--- src/rtl/mac_learn_scheduler.sv ---
// Source-MAC learn scheduler: per-port pending/last-written filtering feeding a
// round-robin single-write table port with a valid/ready handshake.

module mac_learn_lane #(
  parameter int MAC_W = 48
) (
  input  logic             clk,
  input  logic             rst_n,
  input  logic             learn_valid,
  input  logic [MAC_W-1:0] learn_mac,
  input  logic             load,
  input  logic             wr_done,
  input  logic [MAC_W-1:0] wr_mac,
  output logic             pend_vld,
  output logic [MAC_W-1:0] pend_mac,
  output logic             overflow
);
  logic             lw_vld;
  logic [MAC_W-1:0] lw_mac;
  logic             accept;

  // Group bit is the LSB of the first wire byte.
  assign accept = learn_valid && !learn_mac[MAC_W-8] && (learn_mac != '0) &&
                  !(lw_vld && (learn_mac == lw_mac));

  always_ff @(posedge clk or negedge rst_n) begin
    if (!rst_n) begin
      pend_vld <= 1'b0;
      pend_mac <= '0;
      lw_vld   <= 1'b0;
      lw_mac   <= '0;
      overflow <= 1'b0;
    end else begin
      overflow <= accept && pend_vld && !load;
      if (accept) begin
        pend_vld <= 1'b1;
        pend_mac <= learn_mac;
      end else if (load) begin
        pend_vld <= 1'b0;
      end
      if (wr_done) begin
        lw_vld <= 1'b1;
        lw_mac <= wr_mac;
      end
    end
  end
endmodule

module mac_learn_scheduler #(
  parameter  int NUM_PORTS = 4,
  parameter  int MAC_W     = 48,
  localparam int PW        = (NUM_PORTS > 1) ? $clog2(NUM_PORTS) : 1
) (
  input  logic                            clk,
  input  logic                            rst_n,
  input  logic [NUM_PORTS-1:0]            learn_valid_in,
  input  logic [NUM_PORTS-1:0][MAC_W-1:0] learn_mac_in,
  output logic                            wr_valid,
  output logic [MAC_W-1:0]                wr_mac,
  output logic [PW-1:0]                   wr_port,
  input  logic                            wr_ready,
  output logic [NUM_PORTS-1:0]            overflow,
  output logic                            busy
);
  typedef enum logic {IDLE, OFFER} state_t;

  state_t                          state_q, state_d;
  logic [NUM_PORTS-1:0]            pend_vld, load, wr_done;
  logic [NUM_PORTS-1:0][MAC_W-1:0] pend_mac;
  logic [PW-1:0]                   last_grant, sel, idx;
  logic                            sel_found, grant_en, hs;

  for (genvar i = 0; i < NUM_PORTS; i++) begin : g_lane
    assign wr_done[i] = hs && (wr_port == PW'(i));
    mac_learn_lane #(.MAC_W(MAC_W)) u_lane (
      .clk        (clk),
      .rst_n      (rst_n),
      .learn_valid(learn_valid_in[i]),
      .learn_mac  (learn_mac_in[i]),
      .load       (load[i]),
      .wr_done    (wr_done[i]),
      .wr_mac     (wr_mac),
      .pend_vld   (pend_vld[i]),
      .pend_mac   (pend_mac[i]),
      .overflow   (overflow[i])
    );
  end

  // Scan offsets from farthest to nearest so the nearest pending port after last_grant wins.
  always_comb begin
    sel_found = 1'b0;
    sel       = '0;
    idx       = '0;
    for (int i = NUM_PORTS; i >= 1; i--) begin
      idx = PW'((int'(last_grant) + i) % NUM_PORTS);
      if (pend_vld[idx]) begin
        sel_found = 1'b1;
        sel       = idx;
      end
    end
  end

  always_comb begin
    state_d  = state_q;
    load     = '0;
    grant_en = 1'b0;
    hs       = 1'b0;
    case (state_q)
      IDLE: if (sel_found) begin
        grant_en  = 1'b1;
        load[sel] = 1'b1;
        state_d   = OFFER;
      end
      OFFER: if (wr_ready) begin
        hs      = 1'b1;
        state_d = IDLE;
      end
      default: state_d = IDLE;
    endcase
  end

  always_ff @(posedge clk or negedge rst_n) begin
    if (!rst_n) begin
      state_q    <= IDLE;
      wr_mac     <= '0;
      wr_port    <= '0;
      last_grant <= PW'(NUM_PORTS - 1);
    end else begin
      state_q <= state_d;
      if (grant_en) begin
        wr_mac     <= pend_mac[sel];
        wr_port    <= sel;
        last_grant <= sel;
      end
    end
  end

  assign wr_valid = (state_q == OFFER);
  assign busy     = (|pend_vld) || wr_valid;
endmodule

--- config.mk ---
export PLATFORM = sky130hd
export DESIGN_NAME = mac_learn_scheduler
export DESIGN_NICKNAME = d
export VERILOG_FILES = /design/src/rtl/mac_learn_scheduler.sv
export SDC_FILE = /design/constraint.sdc
export NUM_CORES = 1
export LEC_CHECK = 0
export BUFFER_PORTS_ARGS = -buffer_cell sky130_fd_sc_hd__buf_4
export CAP_MARGIN = 5
export CORE_ASPECT_RATIO = 0.5
export CORE_MARGIN = 10
export CORE_UTILIZATION = 40
export CTS_BUF_LIST = sky130_fd_sc_hd__clkbuf_4 sky130_fd_sc_hd__clkbuf_8
export DETAILED_ROUTE_END_ITERATION = 10
export PLACE_DENSITY_LB_ADDON = 0.3
export SLEW_MARGIN = 10
export SYNTH_ARGS = -nofsm -noshare
export SYNTH_HDL_FRONTEND = slang
export SYNTH_HIERARCHICAL = 1
export SYNTH_SLANG_ARGS = --single-unit
--- constraint.sdc ---
create_clock -name clk -period 2.26 [get_ports clk]
set_input_delay 0.339 -clock clk [delete_from_list [all_inputs] [get_ports clk]]
set_output_delay 0.339 -clock clk [all_outputs]
set_load 0.01 [all_outputs]
### Yosys cells after proc, flatten, opt, wreduce, memory -nomap -nowiden

Index checks and enable logic that the tools add are counted.

| storage, ports and cells | value |
|---|---|
| bits in latches | 0 |
| bits in read-only memories | 0 |
| memories | 0 |
| flip-flop bits (word level) | 449 |
| word-level logic and storage cells | 130 |
| output and inout bits | 56 |
| bits of input ports | 199 |
| bits in writable memories | 0 |

| operators by class | value |
|---|---|
| $add $sub $neg | 4 |
| div/mod/pow operators | 0 |
| bitwise operators | 1 |
| multiply operators | 0 |
| multiplexer cells | 36 |
| shift-type cells | 0 |
| magnitude comparators | 6 |
| reduce and logical (&&, ||, !) cells | 52 |
| eq/ne operators | 7 |

Operators with widths:

| kind | count |
|---|---|
| 48-bit == test | 4 |
| 48-bit nonzero test | 4 |
| 48-bit binary-select mux with 2-bit select | 1 |
| 48-bit two-way mux | 1 |
| 1-bit logical AND | 29 |
| 1-bit two-way mux | 22 |
| 2-bit by 3-bit < comparator with 1-bit output (second input constant) | 5 |
| 1-bit zero test | 12 |
| 1-bit binary-select mux with 2-bit select | 4 |
| 2-bit two-way mux | 4 |
| 4-bit two-way mux | 2 |
| 2-bit nonzero test | 4 |
| 2-bit by 1-bit adder with 2-bit output (second input constant) | 2 |
| 2-bit adder (second input constant) | 2 |
| 2-bit == test (second input constant) | 2 |
| 4-bit OR reduction | 1 |
| 1-bit demux with 2-bit select | 1 |
| 2-bit by 1-bit == test with 1-bit output (second input constant) | 1 |
| 2-bit by 1-bit greater-or-equal comparator with 1-bit output (second input constant) | 1 |
| 2-bit zero test | 1 |
| 1-bit case mux with 2 select lines | 1 |
| 1-bit logical OR | 1 |
| 1-bit inverter | 1 |

### Depth between registers and ports, before layout

| logic depth | value |
|---|---|
| word-level depth | 15 |
| mapped depth | 9 |
| depth with buffers taken out | 7 |

### By module

Netlist, hierarchy kept.

By module, submodules not included:

| module | seq. area each (µm²) | instances | area an instance (µm²) | cells each |
|---|---|---|---|---|
| mac_learn_lane | 2,477.4 | 4 | 5,800.6 | 571 |
| mac_learn_scheduler | 1,328.8 | 1 | 3,349.5 | 311 |

### Least setup slack after synthesis

No wires, ideal clock.

| timing path | value |
|---|---|
| kind | reg2reg |
| from | register state_q, in the netlist wr_valid |
| to | register g_lane[2].u_lane.lw_mac[38] |
| setup time | 125 ps |
| stages on the path, launching flop included | 6 |
| data arrival time | 1,867 ps |
| buffers on the path | 2 |
| setup slack | 268 ps |
| path through | dfrtp_1 -> nand2_1 -> nor3_1 -> buf_1 -> buf_1 -> mux2_2 |

| on the way | value |
|---|---|
| cells in the longest elaborated chain, start to end | 2 |

RTL lines:

| what | RTL line | source |
|---|---|---|
| start, declared | 67 | `state_t state_q, state_d;` |
| start signal, assigned | 129 | `state_q <= state_d;` |
| 1-bit two-way mux | 108 | `case (state_q)` |
| 1-bit logical AND | 74 | `assign wr_done[i] = hs && (wr_port == PW'(i));` |
| via wr_done[2] | 68 | `logic [NUM_PORTS-1:0] pend_vld, load, wr_done;` |
| end signal, assigned | 43 | `lw_mac <= wr_mac;` |
| end, declared | 19 | `logic [MAC_W-1:0] lw_mac;` |

The timed path passes the listed nets, and every way through them passes these cells.
A chain may end at the register's enable or synchronous reset.

### Worst setup path in the final report

| timing path | value |
|---|---|
| from | register g_lane[3].u_lane.pend_vld |
| to | register wr_mac[27] |

| on the way | value |
|---|---|
| cells in the longest elaborated chain, start to end | 8 |
| elaborated cells on any way between the ends | 20 |

RTL lines:

| what | RTL line | source |
|---|---|---|
| start, declared | 14 | `output logic pend_vld,` |
| start signal, assigned | 28 | `pend_vld <= 1'b0;` |
| start signal, assigned | 36 | `pend_vld <= 1'b1;` |
| start signal, assigned | 39 | `pend_vld <= 1'b0;` |
| 1-bit binary-select mux with 2-bit select | 96 | `if (pend_vld[idx]) begin` |
| 1-bit two-way mux (implied by the code) | 96 |  |
| 2-bit two-way mux or 1-bit two-way mux (tied branches) (4 in a row) | 96 |  |
| 48-bit binary-select mux with 2-bit select or 1-bit two-way mux (tied branches) | 131, 109 |  |
| 48-bit two-way mux (implied by the code) or 1-bit two-way mux (tied branches) | 131, 108 |  |
| end signal, assigned | 131 | `wr_mac <= pend_mac[sel];` |
| end, declared | 59 | `output logic [MAC_W-1:0] wr_mac,` |

Parallel ways exist; a longest one is shown, timed or not. The select of a mux whose other input is x is not followed.

==> results.sh <==
export IMPL_outcome="finished clean"
export IMPL_report_final_slew_viol_count=0
export IMPL_start_kind="register"
export IMPL_ys_ff_latch=449
export IMPL_portBuffers=254
export IMPL_crit_slowest_cell="dfrtp_2"
export IMPL_seq_area_um2=11200
export IMPL_cellInternalPower_mw=22.2
export IMPL_worstMarginPinSlew_ps=783
export IMPL_clk_insertion_delay_late_ps=660
export IMPL_dp_slack_ps=-287
export IMPL_drc_errors=0
export IMPL_viasPerCell=5.99
export IMPL_yosysWarnings=6
export IMPL_synth_area_per_cell_um2=10.2
export IMPL_area_growth_pct=26.3
export IMPL_cap_violations=0
export IMPL_row_count=66
export IMPL_dp_hpwl_um=75600
export IMPL_yosys_area_top_type="dfrtp_1"
export IMPL_grt_use_total_pct=26.0
export IMPL_required_ps=2770
export IMPL_fin_skew_ps=44.1
export IMPL_fin_crit_ps=2260
export IMPL_path_common_cell="buf_4"
export IMPL_utilization_pct=51.3
export IMPL_numCtsBuffers=75
export IMPL_ys_flop_type="dfrtp_1"
export IMPL_dr_total_vias=23800
export IMPL_async_reset_ff_share_pct=100
export IMPL_dpl_cell_area_um2=30400
export IMPL_grt_pass1_wl_um=155000
export IMPL_overflow=0
export IMPL_pin_count=255
export IMPL_cp_max_fo=7
export IMPL_grt_pass1_vias=23000
export IMPL_p_clk_share_pct=20.4
export IMPL_fillers=5758
export IMPL_p_switching_mw=15.6
export IMPL_leakagePower_nw=14.6
export IMPL_share_seq_of_total_power_pct=37.0
export IMPL_switching_share_pct=41.3
export IMPL_cts_sinks=449
export IMPL_start_util_pct=40.6
export IMPL_setup_worst_path_class="register to register"
export IMPL_cpPeakStageDelay_ps=480
export IMPL_fin_area_um2=33500
export IMPL_htreeDepth=3
export IMPL_setup_violations=0
export IMPL_die_area_um2=77700
export IMPL_multi_input_area_um2=13400
export IMPL_drt_iter0_drc=2805
export IMPL_antenna_found_initial=5
export IMPL_layout_setup_ws_ps=2.59
export IMPL_gp_congestion=0.983
export IMPL_worstPathArrival_ps=2770
export IMPL_fmax_mhz=443
export IMPL_antenna_left=0
export IMPL_cellPowerDensity_nw_per_um2=1130
export IMPL_power_frac_comb_pct=42.5
export IMPL_wl_per_cell_um=26.7
export IMPL_ys_seq_area_share_pct=42.3
export IMPL_synth_edf_count=0
export IMPL_netlist_top_cells_count="447 x dfrtp_1, 272 x nand2_1, 240 x nand4_1"
export IMPL_layout_drive_gt1_share_pct=37.0
export IMPL_hold_viol=0
export IMPL_die_height_um=202
export IMPL_synth_most_common_cell="dfrtp_1"
export IMPL_cts_tree="built"
export IMPL_synth_fp_nets=2794
export IMPL_drt_pass1_iter_count=6
export IMPL_grt_max_degree=67
export IMPL_vdd_ir_drop_max_mv=0.593
export IMPL_root_buffer="clkbuf_8"
export IMPL_coreArea_um2=65300
export IMPL_nets=3241
export IMPL_synth_top_cell_area_share_pct=42.1
export IMPL_synth_cell_types=46
export IMPL_synthTopCellsByArea="dfrtp_1 42%, mux2_2 8.1%, o211ai_2 7.2%, xnor2_1 5.9%, nand4_1 5.7%"
export IMPL_hold_path_class="input port to register"
export IMPL_dieWidth_um=384
export IMPL_syn_inst=2595
export IMPL_finalCritPeriodShare_pct=99.9
export IMPL_end_kind="register"
export IMPL_path_cells="nor2b_4 > a21o_1 > a211oi_4 > buf_4 > clkbuf_16 > buf_4 > mux2i_1 > o221ai_1"
export IMPL_cts_buffer_depth=3
export IMPL_syn_area_um2=26600
export IMPL_wl_um=106000
export IMPL_cts_clk_slew_worst_paths_ps=70
export IMPL_max_slew_margin_pct=47.3
-- critical path: cells and delay by family, from the launching register on --
family	cells	cell delay, ps
buf+inv	3	500
compound gates	3	630
mux	1	360
flops	1	480
simple gates	1	160
-- cells by family (layout without fill, tap and decap cells) --
group	Yosys count	after routing	share of synthesized area, %
AOI/OAI and AO/OA	269	269	11.0
other	0	2	0
muxes	288	288	11.8
and+or+nand+nor	978	978	20.7
DFF	449	449	42.3
xor gates and xnor gates	180	180	5.94
buffers and inverters	431	927	8.26
-- layer usage --
layer  wire length [um]  GRT usage, %
met5                  0             0
met4               5440          11.7
met3               9750          4.76
met2              46500          38.8
met1              44600          36.4
-- flip-flops by register name, indices dropped and copies added, names as in the netlist, 2 cells and up --
signal / count
wr_port: 2
g_lane.u_lane/overflow: 4
g_lane.u_lane/lw_mac: 192
last_grant: 2
g_lane.u_lane/lw_vld: 4
g_lane.u_lane/pend_vld: 4
wr_mac: 48
g_lane.u_lane/pend_mac: 192
-- cell usage in the layout (no fill, tap or decap), drive strengths merged, types with 3 or more instances in the layout --
cell type | netlist | final
buf | 152 | 464
dfrtp | 447 | 447
nand2 | 428 | 428
nor4 | 245 | 245
nand4 | 240 | 240
inv | 199 | 202
mux2 | 192 | 192
o211ai | 184 | 184
xnor2 | 180 | 180
dlygate4sd3 | 0 | 135
clkbuf | 80 | 116
mux2i | 96 | 96
o221ai | 48 | 48
nand2b | 15 | 15
nor3 | 15 | 15
nor2 | 10 | 10
nor2b | 9 | 9
clkinv | 0 | 8
o311ai | 8 | 8
o21ai | 7 | 7
or2 | 6 | 6
nand3 | 5 | 5
a211o | 4 | 4
o2111ai | 4 | 4
o311a | 4 | 4
o21a | 4 | 4
and4 | 4 | 4
a21oi | 3 | 3
-- repair_timing --
item / 4_1_cts / 5_1_grt
pin swaps: 0 / 2
hold buffers: 135 / 0
endpoints found under the hold margin: 198 / 0
setup endpoints to repair: 48 / 120
buffers inserted: 0 / 5
cloned: 0 / 4
gates resized for setup: 4 / 14
-- power by group through the flow --
stage                     logic, mW  registers [mW]  clock network [mW]
final                          16.1            14.0                7.73
after global routing           16.8            14.2                8.14
after CTS                      15.3            13.8                7.78
after detailed placement       15.1            13.9                   0
after global placement         14.9            13.8                   0
after floorplan                9.53            12.5                   0
-- metrics by stage --
stage	TNS (ps)	hold slack [ps]	std cells	power [mW]
finish	0	22.3	3977	37.8
global route	-2.13	8.27	3977	39.1
CTS	0	0.122	3966	36.9
detailed placement	-15920	294	3705	29.0
global placement	-13780	295	3705	28.7
floorplan	0	43.4	2595	22.1
-- cell type report --
class | instances | area share, %
antenna | 2 | 0.0149
sequential | 449 | 33.5
multi-input combinational | 1715 | 39.9
inverter | 199 | 2.23
timing repair buffer | 602 | 16.5
clock inverter | 13 | 0.317
tap | 884 | 3.30
clock buffer | 113 | 4.26
-- path summary, 6_finish.rpt --
kind / start / to / slack, ps / cells past startpoint
min: learn_mac_in[141] / g_lane[2].u_lane/pend_mac[45] / 20 / 3
min in group asynchronous: rst_n / g_lane[3].u_lane/lw_mac[21] / 210 / 2
max in group asynchronous: rst_n / wr_mac[23] / 1230 / 3
max: g_lane[3].u_lane/pend_vld / wr_mac[27] / 3 / 8
min reg2reg: g_lane[1].u_lane/pend_mac[40] / g_lane[1].u_lane/pend_mac[40] / 490 / 1
max reg2reg: g_lane[3].u_lane/pend_vld / wr_mac[27] / 3 / 8
Note: power is estimated with default switching activity, not from simulation.
